File: config.mk
export PLATFORM = sky130hd
export DESIGN_NAME = display_cmd_arbiter
export DESIGN_NICKNAME = d
export VERILOG_FILES = /design/src/rtl/display_pkg.sv /design/src/rtl/rr_arbiter.sv /design/src/rtl/display_cmd_arbiter.sv
export SDC_FILE = /design/constraint.sdc
export NUM_CORES = 1
export LEC_CHECK = 0
export BUFFER_PORTS_ARGS = -buffer_cell sky130_fd_sc_hd__buf_2
export CAP_MARGIN = 0
export CELL_PAD_IN_SITES_DETAIL_PLACEMENT = 0
export CELL_PAD_IN_SITES_GLOBAL_PLACEMENT = 1
export CORE_ASPECT_RATIO = 0.9
export CORE_UTILIZATION = 27
export CTS_BUF_LIST = sky130_fd_sc_hd__clkbuf_16
export DETAILED_ROUTE_END_ITERATION = 10
export PLACE_DENSITY = 0.84
export SYNTH_ARGS = -nofsm -noshare
export SYNTH_HDL_FRONTEND = slang
export SYNTH_SLANG_ARGS = --single-unit
File: constraint.sdc
create_clock -name clk -period 4.6 [get_ports clk]
set_input_delay 0.46 -clock clk [delete_from_list [all_inputs] [get_ports clk]]
set_output_delay 0.46 -clock clk [all_outputs]
set_load 0.01 [all_outputs]
File: src/rtl/display_pkg.sv
// Shared display definitions: opcodes, payload width, arbiter FSM state encoding
// and the opcode legality helper.
package display_pkg;

    localparam int DISP_DATA_W = 48;

    localparam logic [3:0] CMD_NOP       = 4'd0;
    localparam logic [3:0] CMD_SCROLL    = 4'd1;
    localparam logic [3:0] CMD_POS_CLEAR = 4'd2;
    localparam logic [3:0] CMD_NUMBER    = 4'd3;

    typedef enum logic [3:0] {
        ST_IDLE  = 4'b0001,
        ST_ISSUE = 4'b0010,
        ST_GUARD = 4'b0100,
        ST_WAIT  = 4'b1000
    } arb_state_e;

    // Only these opcodes reach the display engine; all others are consumed and dropped.
    function automatic logic cmd_is_issuable(input logic [3:0] cmd);
        logic ok;
        case (cmd)
            CMD_SCROLL, CMD_POS_CLEAR, CMD_NUMBER: ok = 1'b1;
            CMD_NOP:                               ok = 1'b0;
            default:                               ok = 1'b0;
        endcase
        return ok;
    endfunction

endpackage

File: src/rtl/rr_arbiter.sv
// Combinational round-robin selector: searches upward from last_grant+1 with wrap
// and returns the first pending requester.
module rr_arbiter #(
    parameter int N     = 4,
    parameter int IDX_W = $clog2(N)
) (
    input  logic [N-1:0]     req,
    input  logic [IDX_W-1:0] last_grant,
    output logic [N-1:0]     gnt_onehot,
    output logic [IDX_W-1:0] gnt_idx,
    output logic             any
);

    int                idx;
    logic [IDX_W-1:0]  sel;
    logic              hit;

    // Priority scan; the first hit freezes the result for the remaining offsets.
    always_comb begin
        gnt_onehot = '0;
        gnt_idx    = '0;
        any        = 1'b0;
        idx        = 0;
        sel        = '0;
        hit        = 1'b0;
        for (int k = 1; k <= N; k++) begin
            idx             = (int'(last_grant) + k) % N;
            sel             = IDX_W'(idx);
            hit             = req[sel] & ~any;
            gnt_onehot[sel] = gnt_onehot[sel] | hit;
            gnt_idx         = hit ? sel : gnt_idx;
            any             = any | hit;
        end
    end

endmodule

File: src/rtl/display_cmd_arbiter.sv
// Arbitrates N_REQ command sources onto one display engine (IDLE/ISSUE/GUARD/WAIT).
// Optional WAIT watchdog is compiled in with DISPLAY_ARB_WATCHDOG_EN.
module display_cmd_arbiter
    import display_pkg::*;
#(
    parameter int N_REQ   = 4,
    parameter int DATA_W  = DISP_DATA_W,
    parameter int TIMEOUT = 4095
) (
    input  logic                      clk,
    input  logic                      rst,
    input  logic [N_REQ-1:0]          req_valid,
    input  logic [4*N_REQ-1:0]        req_cmd,
    input  logic [DATA_W*N_REQ-1:0]   req_data,
    output logic [N_REQ-1:0]          req_ready,
    output logic [3:0]                disp_cmd,
    output logic [DATA_W-1:0]         disp_data,
    input  logic                      disp_ready,
    output logic                      busy,
    output logic [$clog2(N_REQ)-1:0]  grant_id,
    output logic                      timeout_err
);

    localparam int IDX_W = $clog2(N_REQ);

    arb_state_e          state_q, state_d;
    logic [3:0]          disp_cmd_q, disp_cmd_d;
    logic [DATA_W-1:0]   disp_data_q, disp_data_d;
    logic [IDX_W-1:0]    grant_q, grant_d;

    logic [N_REQ-1:0]    gnt_onehot_s;
    logic [IDX_W-1:0]    gnt_idx_s;
    logic                any_s;
    logic                accept_s;
    logic [N_REQ-1:0]    req_ready_s;
    logic [3:0]          win_cmd_s;
    logic [DATA_W-1:0]   win_data_s;

`ifdef DISPLAY_ARB_WATCHDOG_EN
    localparam int              WD_W     = $clog2(TIMEOUT + 1);
    localparam logic [WD_W-1:0] WD_LAST  = WD_W'(TIMEOUT - 1);
    logic [WD_W-1:0]            wd_q, wd_d;
    logic                       err_q, err_d;
`endif

    rr_arbiter #(.N(N_REQ), .IDX_W(IDX_W)) u_rr (
        .req        (req_valid),
        .last_grant (grant_q),
        .gnt_onehot (gnt_onehot_s),
        .gnt_idx    (gnt_idx_s),
        .any        (any_s)
    );

    // Winner cmd/data mux driven by the one-hot grant.
    always_comb begin
        win_cmd_s  = 4'd0;
        win_data_s = '0;
        for (int i = 0; i < N_REQ; i++) begin
            win_cmd_s  = win_cmd_s  | (req_cmd[4*i +: 4] & {4{gnt_onehot_s[i]}});
            win_data_s = win_data_s | (req_data[DATA_W*i +: DATA_W] & {DATA_W{gnt_onehot_s[i]}});
        end
    end

    // Acceptance is a same-cycle handshake, so it is held off while reset is applied.
    assign accept_s = (state_q == ST_IDLE) & disp_ready & any_s & ~rst;

    // Next-state logic for the FSM, output registers and watchdog.
    always_comb begin
        state_d     = state_q;
        disp_cmd_d  = 4'd0;
        disp_data_d = disp_data_q;
        grant_d     = grant_q;
        req_ready_s = '0;
`ifdef DISPLAY_ARB_WATCHDOG_EN
        wd_d        = wd_q;
        err_d       = err_q;
`endif
        case (state_q)
            ST_IDLE: begin
                if (accept_s) begin
                    req_ready_s = gnt_onehot_s;
                    grant_d     = gnt_idx_s;
                    if (cmd_is_issuable(win_cmd_s)) begin
                        state_d     = ST_ISSUE;
                        disp_cmd_d  = win_cmd_s;
                        disp_data_d = win_data_s;
                    end else begin
                        state_d = ST_IDLE;
                    end
                end else begin
                    state_d = ST_IDLE;
                end
            end
            ST_ISSUE: begin
                state_d = ST_GUARD;
            end
            ST_GUARD: begin
                // The engine may not have dropped disp_ready yet, so it is ignored here.
                state_d = ST_WAIT;
`ifdef DISPLAY_ARB_WATCHDOG_EN
                wd_d    = '0;
`endif
            end
            ST_WAIT: begin
                if (disp_ready) begin
                    state_d = ST_IDLE;
`ifdef DISPLAY_ARB_WATCHDOG_EN
                end else if (wd_q == WD_LAST) begin
                    state_d = ST_IDLE;
                    err_d   = 1'b1;
                end else begin
                    state_d = ST_WAIT;
                    wd_d    = wd_q + WD_W'(1);
                end
`else
                end else begin
                    state_d = ST_WAIT;
                end
`endif
            end
            default: begin
                state_d = ST_IDLE;
            end
        endcase
    end

    // State and output registers.
    always_ff @(posedge clk or posedge rst) begin
        if (rst) begin
            state_q     <= ST_IDLE;
            disp_cmd_q  <= 4'd0;
            disp_data_q <= '0;
            grant_q     <= IDX_W'(N_REQ - 1);
`ifdef DISPLAY_ARB_WATCHDOG_EN
            wd_q        <= '0;
            err_q       <= 1'b0;
`endif
        end else begin
            state_q     <= state_d;
            disp_cmd_q  <= disp_cmd_d;
            disp_data_q <= disp_data_d;
            grant_q     <= grant_d;
`ifdef DISPLAY_ARB_WATCHDOG_EN
            wd_q        <= wd_d;
            err_q       <= err_d;
`endif
        end
    end

    assign req_ready = req_ready_s;
    assign disp_cmd  = disp_cmd_q;
    assign disp_data = disp_data_q;
    assign grant_id  = grant_q;
    assign busy      = (state_q != ST_IDLE);
`ifdef DISPLAY_ARB_WATCHDOG_EN
    assign timeout_err = err_q;
`else
    assign timeout_err = 1'b0;
`endif

endmodule

==> impl_results.md <==
- Status: finished, final reports clean
- Reg power frac: 0.158
- Maximum root-to-sink buffer count: 2
- Post-synth EDFFs: 0
- Htree depth: 3
- Core Area: 14260 µm²
- RSZ-0062 raised after global routing: false
- Initial DRC Count: 519
- Launch point of the worst reg-to-reg path: grant_id[0]
- Port Buffers: 273
- FFs w/ async S/R, synth: 1.000
- Max incr delay on CP: 0.53 ns
- Die width: 130.6 µm
- Hold Crit Start: req_cmd[9]
- Crit-path cells: clkinv_1 -> ha_1 -> mux4_2 -> mux2i_2 -> a21oi_1 -> o22ai_2 -> a21oi_1 -> o311a_2 -> a221o_1 -> a211oi_4 -> buf_12 -> mux2_2
- Clock power frac: 0.109
- Initial antenna violation count: 1
- Post-route minimum period: 4.251 ns
- Largest family of logic cells by synthesized area: compound AO/OA/AOI/OAI gates
- Max transition margin: 0.5164
- Reg-to-reg critical path endpoint: disp_data[15]
- Die Footprint: 15380 µm²
- CTS tree: built
- Mapped Area: 4020 µm²
- Cell variety after synth: 55
- Logic gate share of total power: 0.734
- GPL Wtd Cong: 0.9151
- Slew @ Worst Pin: 0.7254 ns
- WL/cell: 16.46 µm
- Die Span Y: 117.8 µm
- Highest metal used: met4
- CTS root buffer: clkbuf_16
- Internal power: 2.836 mW
- Power per cell area: 949.1 nW/µm²
- WL met1: 6098 µm
- Clk slew on worst S/H paths: 0.05 ns
- Internal reg-to-reg setup slack: 0.35 ns
- Post-Synth Simple-Gate Area: 0.1746
- Post-CTS sizing: 0
- # hold bufs at CTS: 1
- Peak VDD IR: 0.4409 mV
- Critical Path RT: 4.81 ns
- Via count: 4638
- Total GRT Usage: 0.1928
- Worst Path Arrival: 4.46 ns
- Area after DPL: 5617 µm²
- Crit path kind: reg2reg
- WHS Endpoint: disp_cmd[1]
- NetSw: 2.763 mW
- DRC viols: 0
- WHS Path Cells: 3
- Fin Clk Skew: 0.007641 ns
- Synthesis-to-layout area growth: 46.75%
- Metal3 WL: 1216 µm
- Largest net degree at the start of global routing: 56
- Antenna Nets Post-Route: 0
- CP endpoint kind: flop
- Fraction of synthesized cell area in xor and xnor cells: 0.002179
- Synth Area in Compound Gates: 0.2176
- Ratio of cells with drive above 1 in the final layout: 0.5388
- Critical path's slowest cell: dfstp_2
- Area share of fa/ha/maj cells after synthesis: 0.01245
- Sw frac: 0.4936
- Routed vias/inst: 5.211
- WL final: 14650 µm
- # setup viols final: 0
- Min-delay worst type: in2reg
- Seq/Total Area, Yosys: 0.3620
- Startpoint types: flop
- Leakage power: 2.927 nW
- Final hold violations: 0
- WL met2: 7035 µm
- FF+latch count, synth: 58
- Critical-path maximum fanout: 50
- GRT Residual Overflow: 0
- Highest clock rate: 0.2352 GHz
- Post-CTS Setup Inserts: 0
- First-pass DRT Iterations: 9
- Mean area per synthesized cell: 9.481 µm²
- Global-route wire length before repair: 23010 µm
- Multiplexer share of the synthesized area: 0.1755
- Final Cycle Share: 0.9241
- Latest clock arrival within the worst-skew pair: 0.33 ns
- I/O Pins: 275
- Site Rows: 41
- Top_reg_cell synth: dfrtp_1
- Gate Count Post-Synth: 424
- Cell area after layout: 5899 µm²
- Setup TNS: 0 ns
- Top cell by count, worst path: a21oi_1
- Nets: 910
- Depth of the most critical reg-to-reg path: 12
- Max Cap Violations: 0
- Number of global-route vias before repair: 4635
- TritonCTS Buffers: 9
- Detail Placement HPWL: 10960 µm
- TritonCTS Sinks: 58
- Synthesis warning total: 0
- Final count of pins violating max slew: 0
- Initial core utilization: 0.2819
[cell usage in the layout, fill, tap and decap left out, types with 3 or more instances in the layout]
cell type / count
nor2_1: 8
ha_1: 4
inv_1: 3
a211oi_1: 3
mux2_2: 42
nor3_1: 5
o31ai_1: 3
nor4_1: 3
nor4b_1: 3
nand2_1: 103
and2_1: 5
buf_2: 273
a222oi_1: 50
mux4_2: 3
clkinv_1: 4
dfstp_2: 3
buf_4: 18
or2_2: 10
nor3b_1: 3
mux2i_1: 5
a21oi_1: 9
dfrtp_1: 55
clkinvlp_4: 3
and3b_1: 3
a22oi_1: 4
a31oi_1: 4
mux2_1: 9
clkbuf_16: 9
conb_1: 3
o21ai_0: 8
[metrics by stage]
stage / total power, mW / utilization / setup slack (ns) / std cells / hold slack [ns]
floorplan: 3.728 / - / 0.08703 / 426 / 0.4281
detailed placement: 5.014 / 0.3938 / 0.3891 / 872 / 0.3340
global route: 6.114 / 0.4137 / 0.1714 / 890 / 0.3841
global placement: 4.993 / 0.3938 / 0.3955 / 872 / 0.3271
CTS: 5.652 / 0.4135 / 0.3807 / 889 / 0.3640
finish: 5.599 / 0.4137 / 0.3491 / 890 / 0.3756
[power groups by stage]
| stage | clock (mW) | sequential (mW) | combinational [mW] |
|---|---|---|---|
| 4_1_cts | 0.630 | 0.886 | 4.14 |
| 6_report | 0.608 | 0.883 | 4.11 |
| 2_1_floorplan | 0 | 1.00 | 2.72 |
| 3_5_place_dp | 0 | 0.889 | 4.13 |
| 3_3_place_gp | 0 | 0.886 | 4.11 |
| 5_1_grt | 0.654 | 0.915 | 4.55 |
[worst max-delay path, delay by kind of cell (launching register included)]
kind / cells / cell delay (ns)
adders and majority gates: 1 / 0.41
AOI/OAI and AO/OA: 6 / 1.55
buffers and inverters: 2 / 0.46
muxes: 3 / 1.14
DFF: 1 / 0.53
[flip-flops by register name, summed over array words and instances (netlist names)]
name	count
disp_data	48
disp_cmd	4
state_q	4
grant_id	2
[how the worst max path moves through the flow]
stage | start | to | slack (ns) | depth (start not counted)
6_report | grant_id[0] | disp_data[15] | 0.35 | 12
5_1_grt | grant_id[0] | disp_data[14] | 0.17 | 12
4_1_cts | grant_id[0] | disp_data[21] | 0.38 | 12
3_5_place_dp | grant_id[0] | disp_data[24] | 0.39 | 12
3_3_place_gp | grant_id[0] | disp_data[14] | 0.40 | 12
2_1_floorplan | grant_id[0] | disp_data[10] | 0.09 | 16
[layout make-up]
type / count / area [µm²]
fill: 1492 / 8362
sequential: 58 / 1455
inverter: 7 / 26.28
clock inverter: 7 / 45.04
antenna: 1 / 2.502
tap: 193 / 241.5
multi-input combinational: 322 / 2372
timing repair buffer: 293 / 1531
clock buffer: 9 / 225.2
[cell usage after synthesis, types with 3 or more instances]
| library cell | number | share of area |
|---|---|---|
| a31oi_1 | 4 | 0.0062 |
| clkbuf_1 | 28 | 0.026 |
| nand2_1 | 103 | 0.096 |
| or2_2 | 10 | 0.016 |
| and2_1 | 5 | 0.0078 |
| buf_2 | 5 | 0.0062 |
| a21oi_1 | 9 | 0.011 |
| clkinv_1 | 3 | 0.0028 |
| mux4_2 | 3 | 0.017 |
| nor4_1 | 3 | 0.0047 |
| a211oi_1 | 3 | 0.0056 |
| inv_1 | 4 | 0.0037 |
| dfrtp_1 | 55 | 0.34 |
| dfstp_2 | 3 | 0.020 |
| nor4b_1 | 3 | 0.0065 |
| mux2_2 | 42 | 0.12 |
| o31ai_1 | 3 | 0.0056 |
| o21ai_0 | 8 | 0.010 |
| and3b_1 | 3 | 0.0065 |
| buf_6 | 5 | 0.014 |
| mux2_1 | 9 | 0.025 |
| a22oi_1 | 4 | 0.0075 |
| nor3b_1 | 3 | 0.0056 |
| ha_1 | 4 | 0.012 |
| mux2i_1 | 5 | 0.012 |
| nor2_1 | 8 | 0.0075 |
| nor3_1 | 5 | 0.0062 |
| a222oi_1 | 50 | 0.12 |
[metal layers]
| metal | vias up | track usage |
|---|---|---|
| li1 | 2170 | - |
| met1 | 2213 | 0.2401 |
| met2 | 226 | 0.3155 |
| met3 | 29 | 0.05455 |
| met4 | 0 | 0.06537 |
| met5 | - | 0 |
[logic make-up after synthesis]
kind of cell,count (synthesis)
DFF,58
adders and majority gates,4
and+or+nand+nor,153
xor gates and xnor gates,1
buffers and inverters,46
other,1
AOI/OAI and AO/OA,101
muxes,60
Note: power is estimated with default switching activity, not from simulation.
